--- src/rtl/sprite_rom_arbiter.sv ---
// ----------------------------------------------------------------------------
// sprite_rom_arbiter
//
// Shares one synchronous sprite ROM (1-cycle registered read) between
// N_REQ sprite pixel fetchers. One read is granted per vga_clk cycle by
// round-robin. The winning address is registered towards the ROM, and the
// returned word is tagged with its owner two cycles after acceptance.
//
// Ports:
//   vga_clk      in   sole clock, rising edge
//   reset        in   asynchronous, active-high reset
//   en           in   grant enable (reads already accepted still complete)
//   req          in   [N_REQ]        per-requester read request (level)
//   addr         in   [N_REQ*ADDR_W] requester i at [i*ADDR_W +: ADDR_W]
//   gnt          out  [N_REQ]        combinational one-hot accept
//   rom_address  out  [ADDR_W]       registered ROM address
//   rom_q        in   [DATA_W]       ROM read data
//   rd_valid     out  [N_REQ]        one-hot owner of rd_data
//   rd_data      out  [DATA_W]       ROM data pass-through
// ----------------------------------------------------------------------------
module sprite_rom_arbiter #(
    parameter int unsigned N_REQ  = 4,
    parameter int unsigned ADDR_W = 10,
    parameter int unsigned DATA_W = 8
) (
    input  logic                    vga_clk,
    input  logic                    reset,
    input  logic                    en,
    input  logic [N_REQ-1:0]        req,
    input  logic [N_REQ*ADDR_W-1:0] addr,
    output logic [N_REQ-1:0]        gnt,
    output logic [ADDR_W-1:0]       rom_address,
    input  logic [DATA_W-1:0]       rom_q,
    output logic [N_REQ-1:0]        rd_valid,
    output logic [DATA_W-1:0]       rd_data
);

    localparam int unsigned PTR_W = (N_REQ > 1) ? $clog2(N_REQ) : 1;

    logic [PTR_W-1:0]  ptr_q;
    logic [PTR_W-1:0]  ptr_d;
    logic [PTR_W-1:0]  win;
    logic [PTR_W-1:0]  cand;
    logic              found;
    logic              accept;
    logic [ADDR_W-1:0] rom_address_q;
    logic [N_REQ-1:0]  s1_q;
    logic [N_REQ-1:0]  s2_q;

    // Round-robin search starting at ptr_q; first asserted request wins.
    always_comb begin
        gnt   = '0;
        win   = '0;
        cand  = '0;
        found = 1'b0;
        for (int unsigned k = 0; k < N_REQ; k++) begin
            cand = PTR_W'((32'(ptr_q) + k) % N_REQ);
            if (!found && req[cand]) begin
                found = 1'b1;
                win   = cand;
            end
        end
        // No accept may take effect while reset is held.
        if (found && en && !reset) begin
            gnt[win] = 1'b1;
        end
    end

    assign accept = |gnt;

    // Next pointer: one past the winner, wrapping at N_REQ.
    always_comb begin
        if (win == PTR_W'(N_REQ - 1)) begin
            ptr_d = '0;
        end else begin
            ptr_d = win + PTR_W'(1);
        end
    end

    always_ff @(posedge vga_clk or posedge reset) begin
        if (reset) begin
            ptr_q         <= '0;
            rom_address_q <= '0;
            s1_q          <= '0;
            s2_q          <= '0;
        end else begin
            // gnt is onehot(winner) on accept and zero otherwise, which is
            // exactly the stage-1 owner tag.
            s1_q <= gnt;
            s2_q <= s1_q;
            if (accept) begin
                ptr_q         <= ptr_d;
                rom_address_q <= addr[win*ADDR_W +: ADDR_W];
            end
        end
    end

    assign rom_address = rom_address_q;
    assign rd_valid    = s2_q;
    assign rd_data     = rom_q;

endmodule

--- config.mk ---
export PLATFORM = sky130hd
export DESIGN_NAME = sprite_rom_arbiter
export DESIGN_NICKNAME = d
export VERILOG_FILES = /design/src/rtl/sprite_rom_arbiter.sv
export SDC_FILE = /design/constraint.sdc
export NUM_CORES = 1
export LEC_CHECK = 0
export ABC_CLOCK_PERIOD_IN_PS = 7200
export CAP_MARGIN = 0
export CORE_ASPECT_RATIO = 0.9
export CORE_MARGIN = 2
export CORE_UTILIZATION = 38
export CTS_BUF_LIST = sky130_fd_sc_hd__clkbuf_8 sky130_fd_sc_hd__clkbuf_16
export DETAILED_ROUTE_END_ITERATION = 12
export GPL_ROUTABILITY_DRIVEN = 0
export PLACE_DENSITY = 0.85
export SLEW_MARGIN = 20
export SYNTH_ARGS = -nofsm -noshare
export SYNTH_HDL_FRONTEND = slang
export SYNTH_SLANG_ARGS = --single-unit
--- constraint.sdc ---
create_clock -name vga_clk -period 7.2 [get_ports vga_clk]
set_clock_uncertainty 0.05 [all_clocks]
set_input_delay 1.8 -clock vga_clk [delete_from_list [all_inputs] [get_ports vga_clk]]
set_output_delay 1.8 -clock vga_clk [all_outputs]
set_load 0.05 [all_outputs]
After elaboration in Yosys (flattened, before gate mapping). Cells that the tools add are included.

Flip-flop bits (word level): 20. Input bits: 55. Output and inout bits: 26.

Add/sub/neg operators: 4. Multiply operators: 1. Magnitude comparators: 6. Equality and inequality tests: 1. Shift operators: 1. Multiplexer cells: 20. Reductions and logical operators: 11.

Operators with widths (count): 40-bit by 7-bit indexed part select with 10-bit output (1); 2-bit by 3-bit < comparator with 1-bit output (second input constant) (5); 2-bit 2-to-1 mux (5); 1-bit 2-to-1 mux (9); 1-bit binary-select mux with 2-bit select (4); 1-bit logical AND (6); 2-bit by 3-bit multiplier with 5-bit output (second input constant) (1); 2-bit by 1-bit adder with 2-bit output (second input constant) (2); 2-bit adder (second input constant) (2); 1-bit zero test (4); 4-bit 2-to-1 mux (1); 4-bit OR reduction (1); 1-bit demux with 2-bit select (1); 2-bit == test (second input constant) (1); 2-bit by 1-bit greater-or-equal comparator with 1-bit output (second input constant) (1).

Longest topological paths before layout.
Depth in word-level cells: 18. Depth in mapped cells: 11. Depth with buffers taken out: 8.

Least setup slack after synthesis. No wires, ideal clock.

Kind: input -> output. Start: input req[2]. End: output gnt[1]. Data arrival time: 3.983 ns. Data required time: 5.350 ns. Slack: 1.367 ns. Cell stages on the path: 6. Path through: nor2b_1 > or4b_4 > and2_1 > buf_6 > buf_6 > nor3_1.

Longest elaborated chain between the ends: 17. Elaborated cells on any way between the ends: 30.

RTL lines: from (decl) (line 29) `input logic [N_REQ-1:0] req,`; 1-bit binary-select mux with 2-bit select (line 58) `if (!found && req[cand]) begin`; 1-bit 2-to-1 mux (implied by the code) (line 58); 1-bit 2-to-1 mux (line 58); 1-bit zero test (line 58); 1-bit logical AND (line 58); 1-bit 2-to-1 mux (line 58); 1-bit zero test (line 58); 1-bit logical AND (line 58); 1-bit 2-to-1 mux (line 58); 1-bit zero test (line 58); 1-bit logical AND (line 58); 2-bit 2-to-1 mux (line 58); 2-bit by 3-bit < comparator with 1-bit output (implied by the code) or 2-bit by 1-bit greater-or-equal comparator with 1-bit output (tied branches) (line 65) `gnt[win] = 1'b1;`; 1-bit logical AND (implied by the code) (line 65); 1-bit 2-to-1 mux (implied by the code) (line 65); 1-bit demux with 2-bit select (line 65); 4-bit 2-to-1 mux * (line 64) `if (found && en && !reset) begin`; to (decl) (line 31) `output logic [N_REQ-1:0] gnt,`.

Mark *: on every way between the ends. The rest lies on a longest branch, timed or not. The select of a mux whose other input is x is not followed.

Worst setup path after layout.
Start: input req[3]. End: output gnt[3].

Same word-level chain as after synthesis.

==> results summary <==
The run finished with clean final reports. The max-slew violation total from the final report was 0. The share of the Yosys chip area taken by registers is 0.414. For the worst setup path, the data arrival time is 4.89 ns. On the worst path, the slowest cell contributes a delay of 0.84 ns. The root buffer cell chosen for the clock tree is sky130_fd_sc_hd__clkbuf_8. Dividing total power by cell area gives a power density of 351 mW/mm^2. The synthesized netlist net count is 181. The total count of hold-check failures in the final report is 0. The mean post-synth cell area came out at 9.67 um^2.

The share of total power dissipated in sequential elements is 0.262. The number of buffers inserted during clock tree synthesis is 3. Across the whole layout, storage elements account for 500 um^2.

The initial DRC count came out at 54. The most used flip-flop cell after synthesis is sky130_fd_sc_hd__dfrtp_1. After synthesis, the share of flip-flops with an asynchronous set or reset is 1.00. Setup repair after global routing left no endpoint under its margin. The worst setup path is of the in -> out kind. met2 is the most crowded layer. The reported leakage power came out at 0.831 nW. The met2 demand-to-capacity share in global routing is 0.359. The number of I/O pins came out at 81. The number of optimization iterations in the first detailed-route pass is 4. In this run, post-CTS hold repair placed 0 buffers. The CTS H-tree depth came out at 1. The warning count from the yosys run came out at 0. The clock latency on the worst-skew pair came out at 0.26 ns. The aggregate global routing overflow is 0.

In the layout the commonest cells are sky130_fd_sc_hd__clkdlybuf4s50_1 (64), sky130_fd_sc_hd__dfrtp_1 (20), sky130_fd_sc_hd__inv_1 (14). In this run the horizontal extent of the chip is 63.5 um. In this run, synthesis inferred 0 flip-flops with an integrated enable.

The initial antenna violation count came out at 0. Leaving out fill and tap cells, the most frequent cell in the layout is sky130_fd_sc_hd__clkdlybuf4s50_1. The synthesized netlist contains 28 unique library cells.

The share of the clock period used by the worst path after layout came out at 0.936. Clock-pin slew was measured on the worst setup and hold paths at 0.07 ns. STA puts the critical path data required time at 5.35 ns. Once detailed placement completed, the half-perimeter wirelength came to 2710 um.

The met3 usage is 0.0434. By area the synthesized netlist is led by sky130_fd_sc_hd__dfrtp_1 (41%), sky130_fd_sc_hd__mux2i_1 (8.3%), sky130_fd_sc_hd__o221ai_1 (7.2%). The TritonCTS clock tree is built. The via count of the first global-routing pass is 1193. The signal on the critical path passes through clkdlybuf4s50_1 -> nor2_1 -> or4b_4 -> and2_1 -> inv_1 -> ha_1 -> inv_1 -> nor2_1 -> clkdlybuf4s50_1. The count of nets after finishing is 235. Relative to the synthesized area, the layout overhead comes to 55.0%.

The number of gates given a new drive strength after cts came out at 0. For this run, the total global-route usage over all layers was measured as 0.193. The path class of the tightest hold or removal check is reg -> reg.

The clock sink total came out at 20. The first global-routing pass estimated 5400 um of wire. The routed layout has 1156 vias. The pin count of the biggest net entering global routing is 23.

In this run the standard cell core region covers 0.00304 mm^2. The final total power is 0.658 mW. The initial cell density of the core is 0.397. The instance count of the mapped netlist came out at 125.

The internal power of the cells came out at 0.371 mW. The total negative slack for setup checks is 0 ns. The element type at the critical path start is an input port. The routing usage on met1 came out at 0.212. The synthesized design contains 20 register bits. The count of input and output buffers came out at 64.

Of the total power, the share spent switching nets is 0.436. The sum of routed wire length over all layers is 3460 um. The average detailed-routed wire length per instance came out at 15.7 um. The top cell type's share of synthesized area came out at 0.414. The die is 57.5 um tall. The synthesized cell area came out at 0.00121 mm^2. The cell with the largest stage delay on the worst path is sky130_fd_sc_hd__clkdlybuf4s50_1.

The floorplan row count came out at 19. Summed over all nets, the switching power comes to 0.287 mW. STA classifies the critical path endpoint as a primary output. The post-CTS setup buffer count is 0. The longest clock path from root to sink contains 2 buffers.

The maximum ir drop on the vdd rail came out at 0.000144 V. The detailed-route vias per instance is 5.25. Setup violations remaining at the end of the flow were counted as 0. The shortest period the worst path allows is 6.74 ns. The number of max-capacitance violations reported is 0. The proportion of power drawn by the clock network came out at 0.172. After detailed routing, the number of remaining DRC violations is 0. The share of layout cells above drive strength 1 is 0.0506. The count of filler cells inserted in the layout came out at 263. The multi-input combinational cells in the finished layout cover a total of 548 um^2.

The proportion of power drawn by combinational gates came out at 0.566. The transition at the pin with the smallest max-transition slack came out at 1.02 ns. Headroom to the max-slew limit came out at 0.317. The full die area is 0.00365 mm^2. The maximum fanout along the worst path came out at 22. The maximum operating frequency came out at 148 MHz.

The final antenna diode count came out at 0. The largest total area in the synthesized netlist belongs to sky130_fd_sc_hd__dfrtp_1. The detail route stage leaves a number of antenna-violating nets equal to 0.
## per-stage QoR
stage / hold slack [ns] / instances / setup WS, ns / cell area, um^2 / util
floorplan: 0.281 / 125 / 1.37 / 1210 / -
detailed placement: 0.292 / 216 / 0.490 / 1800 / 0.592
CTS: 0.308 / 220 / 0.479 / 1870 / 0.616
finish: 0.304 / 220 / 0.458 / 1870 / 0.616
global placement: 0.283 / 216 / 0.556 / 1800 / 0.592
global route: 0.316 / 220 / 0.287 / 1870 / 0.616
## sequential cells by signal, indices dropped and copies added (netlist names)
signal,flops
rom_address,10
rd_valid,4
s1_q,4
ptr_q,2
## power by group through the flow
stage,Sequential (mW),Clock (mW),Combinational [mW]
finish,0.172,0.113,0.372
global route,0.176,0.116,0.396
CTS,0.172,0.113,0.373
detailed placement,0.174,0,0.369
global placement,0.172,0,0.356
floorplan,0.273,0,0.173
## synth_stat cells, types with 3 or more instances
library cell,number
sky130_fd_sc_hd__dfrtp_1,20
sky130_fd_sc_hd__inv_1,14
sky130_fd_sc_hd__a21boi_0,10
sky130_fd_sc_hd__and3_1,10
sky130_fd_sc_hd__mux2i_1,10
sky130_fd_sc_hd__o21ai_0,10
sky130_fd_sc_hd__o221ai_1,10
sky130_fd_sc_hd__buf_4,8
sky130_fd_sc_hd__clkbuf_1,4
sky130_fd_sc_hd__nor2b_1,4
sky130_fd_sc_hd__nor3_1,3
## cells by family after synthesis
group | share of synthesized area
muxes | 0.101
buffers and inverters | 0.132
adders and majority gates | 0.0104
DFF | 0.414
AOI/OAI and AO/OA | 0.203
and+or+nand+nor | 0.139
## final cells by class
type                    instances  area share
well taps                      42      0.0281
clock inverters                 1      0.0160
multi-input cells              75       0.293
flip-flops and latches         20       0.267
clock buffers                   3      0.0220
inverters                      14      0.0281
repair buffers                 65       0.346
## routing by layer
layer / vias to the layer above / share of wire
li1: 547 / -
met1: 534 / 0.37
met2: 62 / 0.52
met3: 13 / 0.093
met4: 0 / 0.019
met5: - / 0
## critical path, delay by kind of cell
family	cells	cell delay (ns)
buffers and inverters	4	1.60
adder cells (fa/ha/maj)	1	0.19
AND/OR/NAND/NOR	4	1.29
## worst paths after layout
path,start,cells after the start,slack (ns),end
worst max register to register,ptr_q[0]$_DFFE_PP0P_,8,3.89,ptr_q[0]$_DFFE_PP0P_
worst max-delay path,req[3],9,0.46,gnt[3]
worst min register to register,s1_q[1]$_DFF_PP0_,0,0.30,rd_valid[1]$_DFF_PP0_
min in group asynchronous,reset,3,1.82,rd_valid[1]$_DFF_PP0_
worst min-delay path,s1_q[1]$_DFF_PP0_,0,0.30,rd_valid[1]$_DFF_PP0_
max in group asynchronous,reset,3,5.07,rom_address[1]$_DFFE_PP0P_
Power figures use the tool's default switching activity.
